File: config.mk
export PLATFORM = sky130hd
export DESIGN_NAME = exec_cond_reg
export DESIGN_NICKNAME = d
export VERILOG_FILES = /design/src/rtl/exec_cond_reg.sv
export SDC_FILE = /design/constraint.sdc
export NUM_CORES = 1
export LEC_CHECK = 0
export CAP_MARGIN = 20
export CORE_MARGIN = 5
export CORE_UTILIZATION = 40
export CTS_CLUSTER_DIAMETER = 150
export DETAILED_ROUTE_END_ITERATION = 7
export PLACE_DENSITY = 0.86
export SYNTH_ARGS = -nofsm -noshare
export SYNTH_HDL_FRONTEND = slang
export SYNTH_SLANG_ARGS = --single-unit
File: constraint.sdc
create_clock -name clk -period 3.05 [get_ports clk]
set_input_delay 0.61 -clock clk [delete_from_list [all_inputs] [get_ports clk]]
set_output_delay 0.61 -clock clk [all_outputs]
set_load 0.005 [all_outputs]
File: src/rtl/exec_cond_reg.sv
// Execute-stage ARM condition check, NZCV register and EX/MEM pipeline register.
// Optional failed-condition counter enabled by defining EXEC_SQUASH_CNT_EN.
module exec_cond_reg #(
    parameter int unsigned WIDTH = 32
) (
    input  logic             clk,
    input  logic             reset,
    input  logic [3:0]       CondE,
    input  logic [1:0]       FlagWriteE,
    input  logic             RegWriteE,
    input  logic             MemWriteE,
    input  logic             MemtoRegE,
    input  logic             PCSrcE,
    input  logic             BranchE,
    input  logic [WIDTH-1:0] ALUResultE,
    input  logic [3:0]       ALUFlags,
    input  logic [WIDTH-1:0] WriteDataE,
    input  logic [3:0]       WA3E,
    input  logic             StallM,
    input  logic             FlushM,
    output logic             CondExE,
    output logic             BranchTakenE,
    output logic [3:0]       FlagsE,
    output logic             RegWriteM,
    output logic             MemWriteM,
    output logic             MemtoRegM,
    output logic             PCSrcM,
    output logic [WIDTH-1:0] ALUOutM,
    output logic [WIDTH-1:0] WriteDataM,
    output logic [3:0]       WA3M,
    output logic [31:0]      SquashCount
);

    localparam int unsigned CNT_W = 32;

    logic [3:0] flags;
    logic       flag_n, flag_z, flag_c, flag_v;
    logic       cond_ex;
    logic [1:0] flag_write;

    assign {flag_n, flag_z, flag_c, flag_v} = flags;

    // Condition decode against the registered flags only.
    always_comb begin
        cond_ex = 1'b0;
        case (CondE)
            4'b0000: cond_ex = flag_z;
            4'b0001: cond_ex = ~flag_z;
            4'b0010: cond_ex = flag_c;
            4'b0011: cond_ex = ~flag_c;
            4'b0100: cond_ex = flag_n;
            4'b0101: cond_ex = ~flag_n;
            4'b0110: cond_ex = flag_v;
            4'b0111: cond_ex = ~flag_v;
            4'b1000: cond_ex = flag_c & ~flag_z;
            4'b1001: cond_ex = ~flag_c | flag_z;
            4'b1010: cond_ex = (flag_n == flag_v);
            4'b1011: cond_ex = (flag_n != flag_v);
            4'b1100: cond_ex = ~flag_z & (flag_n == flag_v);
            4'b1101: cond_ex = flag_z | (flag_n != flag_v);
            4'b1110: cond_ex = 1'b1;
            default: cond_ex = 1'b0;
        endcase
    end

    assign CondExE      = cond_ex;
    assign BranchTakenE = BranchE & cond_ex;
    assign flag_write   = FlagWriteE & {2{cond_ex}};
    assign FlagsE       = flags;

    // NZCV register; the stall hold keeps a stalled instruction from writing twice.
    always_ff @(posedge clk) begin
        if (reset) begin
            flags <= 4'b0000;
        end else if (!StallM) begin
            if (flag_write[1]) flags[3:2] <= ALUFlags[3:2];
            if (flag_write[0]) flags[1:0] <= ALUFlags[1:0];
        end
    end

    // EX/MEM register: reset > flush > stall > load.
    always_ff @(posedge clk) begin
        if (reset || FlushM) begin
            RegWriteM  <= 1'b0;
            MemWriteM  <= 1'b0;
            MemtoRegM  <= 1'b0;
            PCSrcM     <= 1'b0;
            ALUOutM    <= '0;
            WriteDataM <= '0;
            WA3M       <= 4'd0;
        end else if (!StallM) begin
            RegWriteM  <= RegWriteE & cond_ex;
            MemWriteM  <= MemWriteE & cond_ex;
            MemtoRegM  <= MemtoRegE;
            PCSrcM     <= PCSrcE & cond_ex;
            ALUOutM    <= ALUResultE;
            WriteDataM <= WriteDataE;
            WA3M       <= WA3E;
        end
    end

`ifdef EXEC_SQUASH_CNT_EN
    logic [CNT_W-1:0] squash_cnt;
    logic             squash_evt;

    assign squash_evt = ~cond_ex & (RegWriteE | MemWriteE | PCSrcE | BranchE | (|FlagWriteE));

    // Saturating count of instructions whose side effects were suppressed.
    always_ff @(posedge clk) begin
        if (reset) begin
            squash_cnt <= '0;
        end else if (!StallM && squash_evt && (squash_cnt != {CNT_W{1'b1}})) begin
            squash_cnt <= squash_cnt + CNT_W'(1);
        end
    end

    assign SquashCount = squash_cnt;
`else
    assign SquashCount = 32'd0;
`endif

endmodule

## Word-level counts from Yosys, hierarchy flattened

Cells that the tools add are included.

| word-level totals | value |
|---|---|
| bits in registers | 76 |
| input port bits | 87 |
| output and inout bits | 110 |

| operators by class | value |
|---|---|
| equality and inequality tests | 16 |
| multiplexer cells | 1 |
| bitwise gates (word level) | 14 |
| reduce and logical (&&, ||, !) cells | 4 |

Operator list:

| kind | number |
|---|---|
| $eq A4 B4 Y1 const B | 7 |
| $eq A4 B3 Y1 const B | 4 |
| $pmux W1 S15 | 1 |
| $eq A4 B2 Y1 const B | 2 |
| $and A1 B1 Y1 | 6 |
| $not A1 Y1 | 5 |
| $eq A4 B1 Y1 const B | 1 |
| $logic_not A4 Y1 | 1 |
| $reduce_and A2 Y1 | 2 |
| $and A2 B2 Y2 | 1 |
| $or A1 B1 Y1 | 2 |
| $eq A1 B1 Y1 | 1 |
| $logic_or A1 B1 Y1 | 1 |
| $ne A1 B1 Y1 | 1 |

## Depth between registers and ports, before layout

| logic depth | value |
|---|---|
| depth in word-level cells | 5 |
| depth in mapped cells | 6 |

## Worst setup path before layout

OpenSTA, ideal clock, no wires.

| timing path | value |
|---|---|
| path type | input-to-output |
| from | input port CondE[3] |
| to | output port BranchTakenE |
| data arrival time | 1.630 ns |
| slack | 0.810 ns |
| stages | 5 |
| buffers on the path | 0 |
| cell sequence | and2_4 and3_2 o311ai_4 nand3_2 and2_1 |

| between the ends | value |
|---|---|
| cells in the longest elaborated chain, start to end | 3 |

RTL lines:

| element | RTL line | source |
|---|---|---|
| start: declaration | 8 | `input logic [3:0] CondE,` |
| $eq A4 B4 Y1, or another cell as far along | 46 | `case (CondE)` |
| $pmux W1 S15 (*) | 46 |  |
| net CondExE | 21 | `output logic CondExE,` |
| $and A1 B1 Y1 (*) | 67 | `assign BranchTakenE = BranchE & cond_ex;` |
| end: declaration | 22 | `output logic BranchTakenE,` |

Mark *: on every way through the listed nets, which the timed path passes. The rest lies on a longest branch.

## Worst setup path in the final report

| timing path | value |
|---|---|
| from | input port CondE[0] |
| to | output port BranchTakenE |

| between the ends | value |
|---|---|
| cells in the longest elaborated chain, start to end | 3 |

RTL lines:

| element | RTL line |
|---|---|
| $eq A4 B4 Y1, or another cell as far along | 46 |
| $pmux W1 S15 (*) | 46 |
| $and A1 B1 Y1 (*) | 67 |

Every way passes the cells marked *; elsewhere a longest branch is shown, timed or not.

==> results.ini <==
[run_status]
status = completed

[clock_tree]
cts-buffers-inserted = 9
clk-insertion-delay-late_ns = 0.33
cts.sinks = 76
clockBufferDepth = 2
htree_levels = 3
cts_root_buf = clkbuf_8
cts_tree = yes
clk_pin_slew_ns = 0.07
cts_setup_buffers = 0
ctsHoldBuffers = 0

[worst_setup_path]
cp_top_family = buffers and inverters
slowest_stage = clkdlybuf4s50_1
crit_required_ns = 2.44
start_kind = input pin
reg2reg_from = FlagsE[3]
crit_start = CondE[0]
cp_max_fo = 4
endpoint_kind = output port
path_class = in -> out
cp.buffers_inverters = 3
critPathArrivalTime_ns = 2.31
max_stage_delay_ns = 0.44
path_cells = dlygate4sd2_1, buf_4, nand2b_1, o221ai_2, o311ai_4, nand3_2, and2_1, clkdlybuf4s50_1

[finish]
num-fill-cells = 612
fin_area_sq_um = 5144
drive_above_1_share = 0.08402
areaGrowthSynthToFinish_pct = 59.16
multiInputGateArea_sq_um = 1509
fin_nets = 572
register_area_sq_um = 1521
diodes = 0

[global_routing]
grt_remaining_overflow = 0
grt_max_degree = 40
grt_pass1_vias = 2736
grt_pass1_wl_mm = 13.05
grt_antenna_before_repair = 0
grt_use_total = 0.1624

[sta]
rsz0062_at_grt = no
period_share = 0.9563
period_minus_slack_ns = 2.917
hold_viol = 0
worst_slew_pin_slew_ns = 0.6441
fmax_ghz = 0.3429
fin_skew_ns = 0.002782
fin_ws_ns = 0.1334
drv_slew = 0
slew_headroom = 0.5706
finalSetupViolCount = 0

[drt]
wl_mm = 8.431
drc = 0
routed_via_density = 4.564
drt_iter0_markers = 52
ant_nets = 0
drtPass1Iterations = 4
routedWlPerCell_um = 14.29
vias = 2693

[power]
peakVddDrop_mv = 0.2864
leakagePower_uw = 0.002174
intPower_uw = 1789
switchingPower_uw = 503.0
clock_power_share = 0.384
combPwrFrac = 0.161
switching_share = 0.2195
p_seq_frac = 0.455
power_density_nw_per_um2 = 445.6

[synth]
synth-seq-cells = 76
synthArstFlopShare = 0
synth_cell_type_count = 33
syn_avg_cell_area_sq_um = 10.23
synth_top_area_share = 0.4708
synth_area_leader_cell = dfxtp_1
syn_area_sq_um = 3232
ys_top_cells_by_area = dfxtp_1, mux2i_1, nor2_1
synthCells = 316
synthFlopType = dfxtp_1
ys.warnings.count = 0
synth-seq-area-share = 0.4708
synth-edff-count = 0

[die]
die_w_um = 99.89
die_y_um = 99.89
initial_core_util = 0.4139
core_sq_um = 7807
dieArea_sq_um = 9977
rows = 32
ios = 197

[flow_run]
drv.max_cap_violation_count = 0

[placement]
placed_area_sq_um = 4897
place_hpwl_mm = 6.600
io_buffers = 164
gp_congestion = 0.8429
place_ws_ns = -0.08061

[worst_hold_path]
hold_class = reg -> reg
hp-start = MemWriteM

==> registers in the layout, summed over array words and instances (netlist names) <==
signal,flops
WriteDataM,32
MemtoRegM,1
WA3M,4
PCSrcM,1
MemWriteM,1
ALUOutM,32
FlagsE,4
RegWriteM,1
==> path summary, 6_finish.rpt <==
path / end / slack [ns] / cells past startpoint
max reg2reg: FlagsE[0] / 1.14 / 6
min reg2reg: MemWriteM / 0.48 / 1
max: BranchTakenE / 0.13 / 8
min: MemWriteM / 0.48 / 1
==> cell type report <==
cell class	instances	share of cell area
clock buffers	9	0.02408
clock inverters	5	0.01995
inverters	4	0.002919
multi-input cells	218	0.2934
flip-flops and latches	76	0.2958
well taps	102	0.02481
repair buffers	176	0.3391
==> worst register-to-register path: stages, from the launching register on <==
cell	delay (ns)
dfxtp_1	0.47
xor2_2	0.25
xor2_1	0.12
o32a_4	0.24
buf_4	0.14
a311oi_2	0.40
mux2i_1	0.23
==> layout by cell type (no fill, tap or decap), types with 2 or more instances in the layout <==
cell type	n
a22o_1	3
a311oi_2	2
buf_4	11
bufinv_16	3
clkbuf_8	9
clkdlybuf4s50_1	159
conb_1	32
dfxtp_1	76
dlygate4sd2_1	3
inv_1	4
mux2i_1	74
nand2_1	3
nand2b_1	6
nor2_1	72
nor3_2	2
nor3b_1	3
or2b_1	3
xor2_2	2
==> synth_stat cells (all sizes together), types with 2 or more instances <==
master,instances
nor3,3
a22o,3
nand2,3
or2b,3
dfxtp,76
nor3b,3
mux2i,74
inv,4
and2,2
nand2b,6
buf,43
clkbuf,6
nor2,72
a311oi,2
xor2,3
==> layer usage <==
metal	routed length, um	vias up	global-route usage	share of wire
met5	0	-	0	0
met3	1005	12	0.06880	0.12
met1	3183	1233	0.1725	0.38
met4	137	0	0.05987	0.016
met2	4104	129	0.2858	0.49
li1	-	1319	-	-
==> repair_timing <==
action / in CTS / in global routing
resized for setup: 6 / 2
endpoints found under the setup margin: 2 / 2
pin swaps: 2 / 0
==> cell families after synthesis <==
| group | count (synthesis) | synth area share |
|---|---|---|
| simple gates | 99 | 0.1417 |
| flops | 76 | 0.4708 |
| mux | 75 | 0.2327 |
| buf+inv | 53 | 0.1038 |
| compound gates | 9 | 0.03949 |
| xor+xnor | 3 | 0.01046 |
| other cells | 1 | 0.001160 |
==> per-stage QoR <==
| step | instances | hold WS, ns | setup TNS, ns | util | power [uW] |
|---|---|---|---|---|---|
| finish | 590 | 0.4848 | 0 | 0.6588 | 2292 |
| global route | 590 | 0.5062 | 0 | 0.6588 | 2404 |
| CTS | 590 | 0.4917 | 0 | 0.6575 | 2323 |
| detailed placement | 576 | 0.4658 | -0.08061 | 0.6272 | 1435 |
| global placement | 576 | 0.4564 | -0.04183 | 0.6272 | 1426 |
| floorplan | 347 | 0.4661 | 0 | - | 1243 |
==> power by group through the flow <==
stage          clock (uW)  sequential [uW]  combinational [uW]
3_5_place_dp            0             1070                 369
4_1_cts               909             1040                 371
6_report              880             1040                 368
5_1_grt               957             1050                 398
2_1_floorplan           0             1070                 175
3_3_place_gp            0             1070                 360
(Power assumes the default switching activity.)
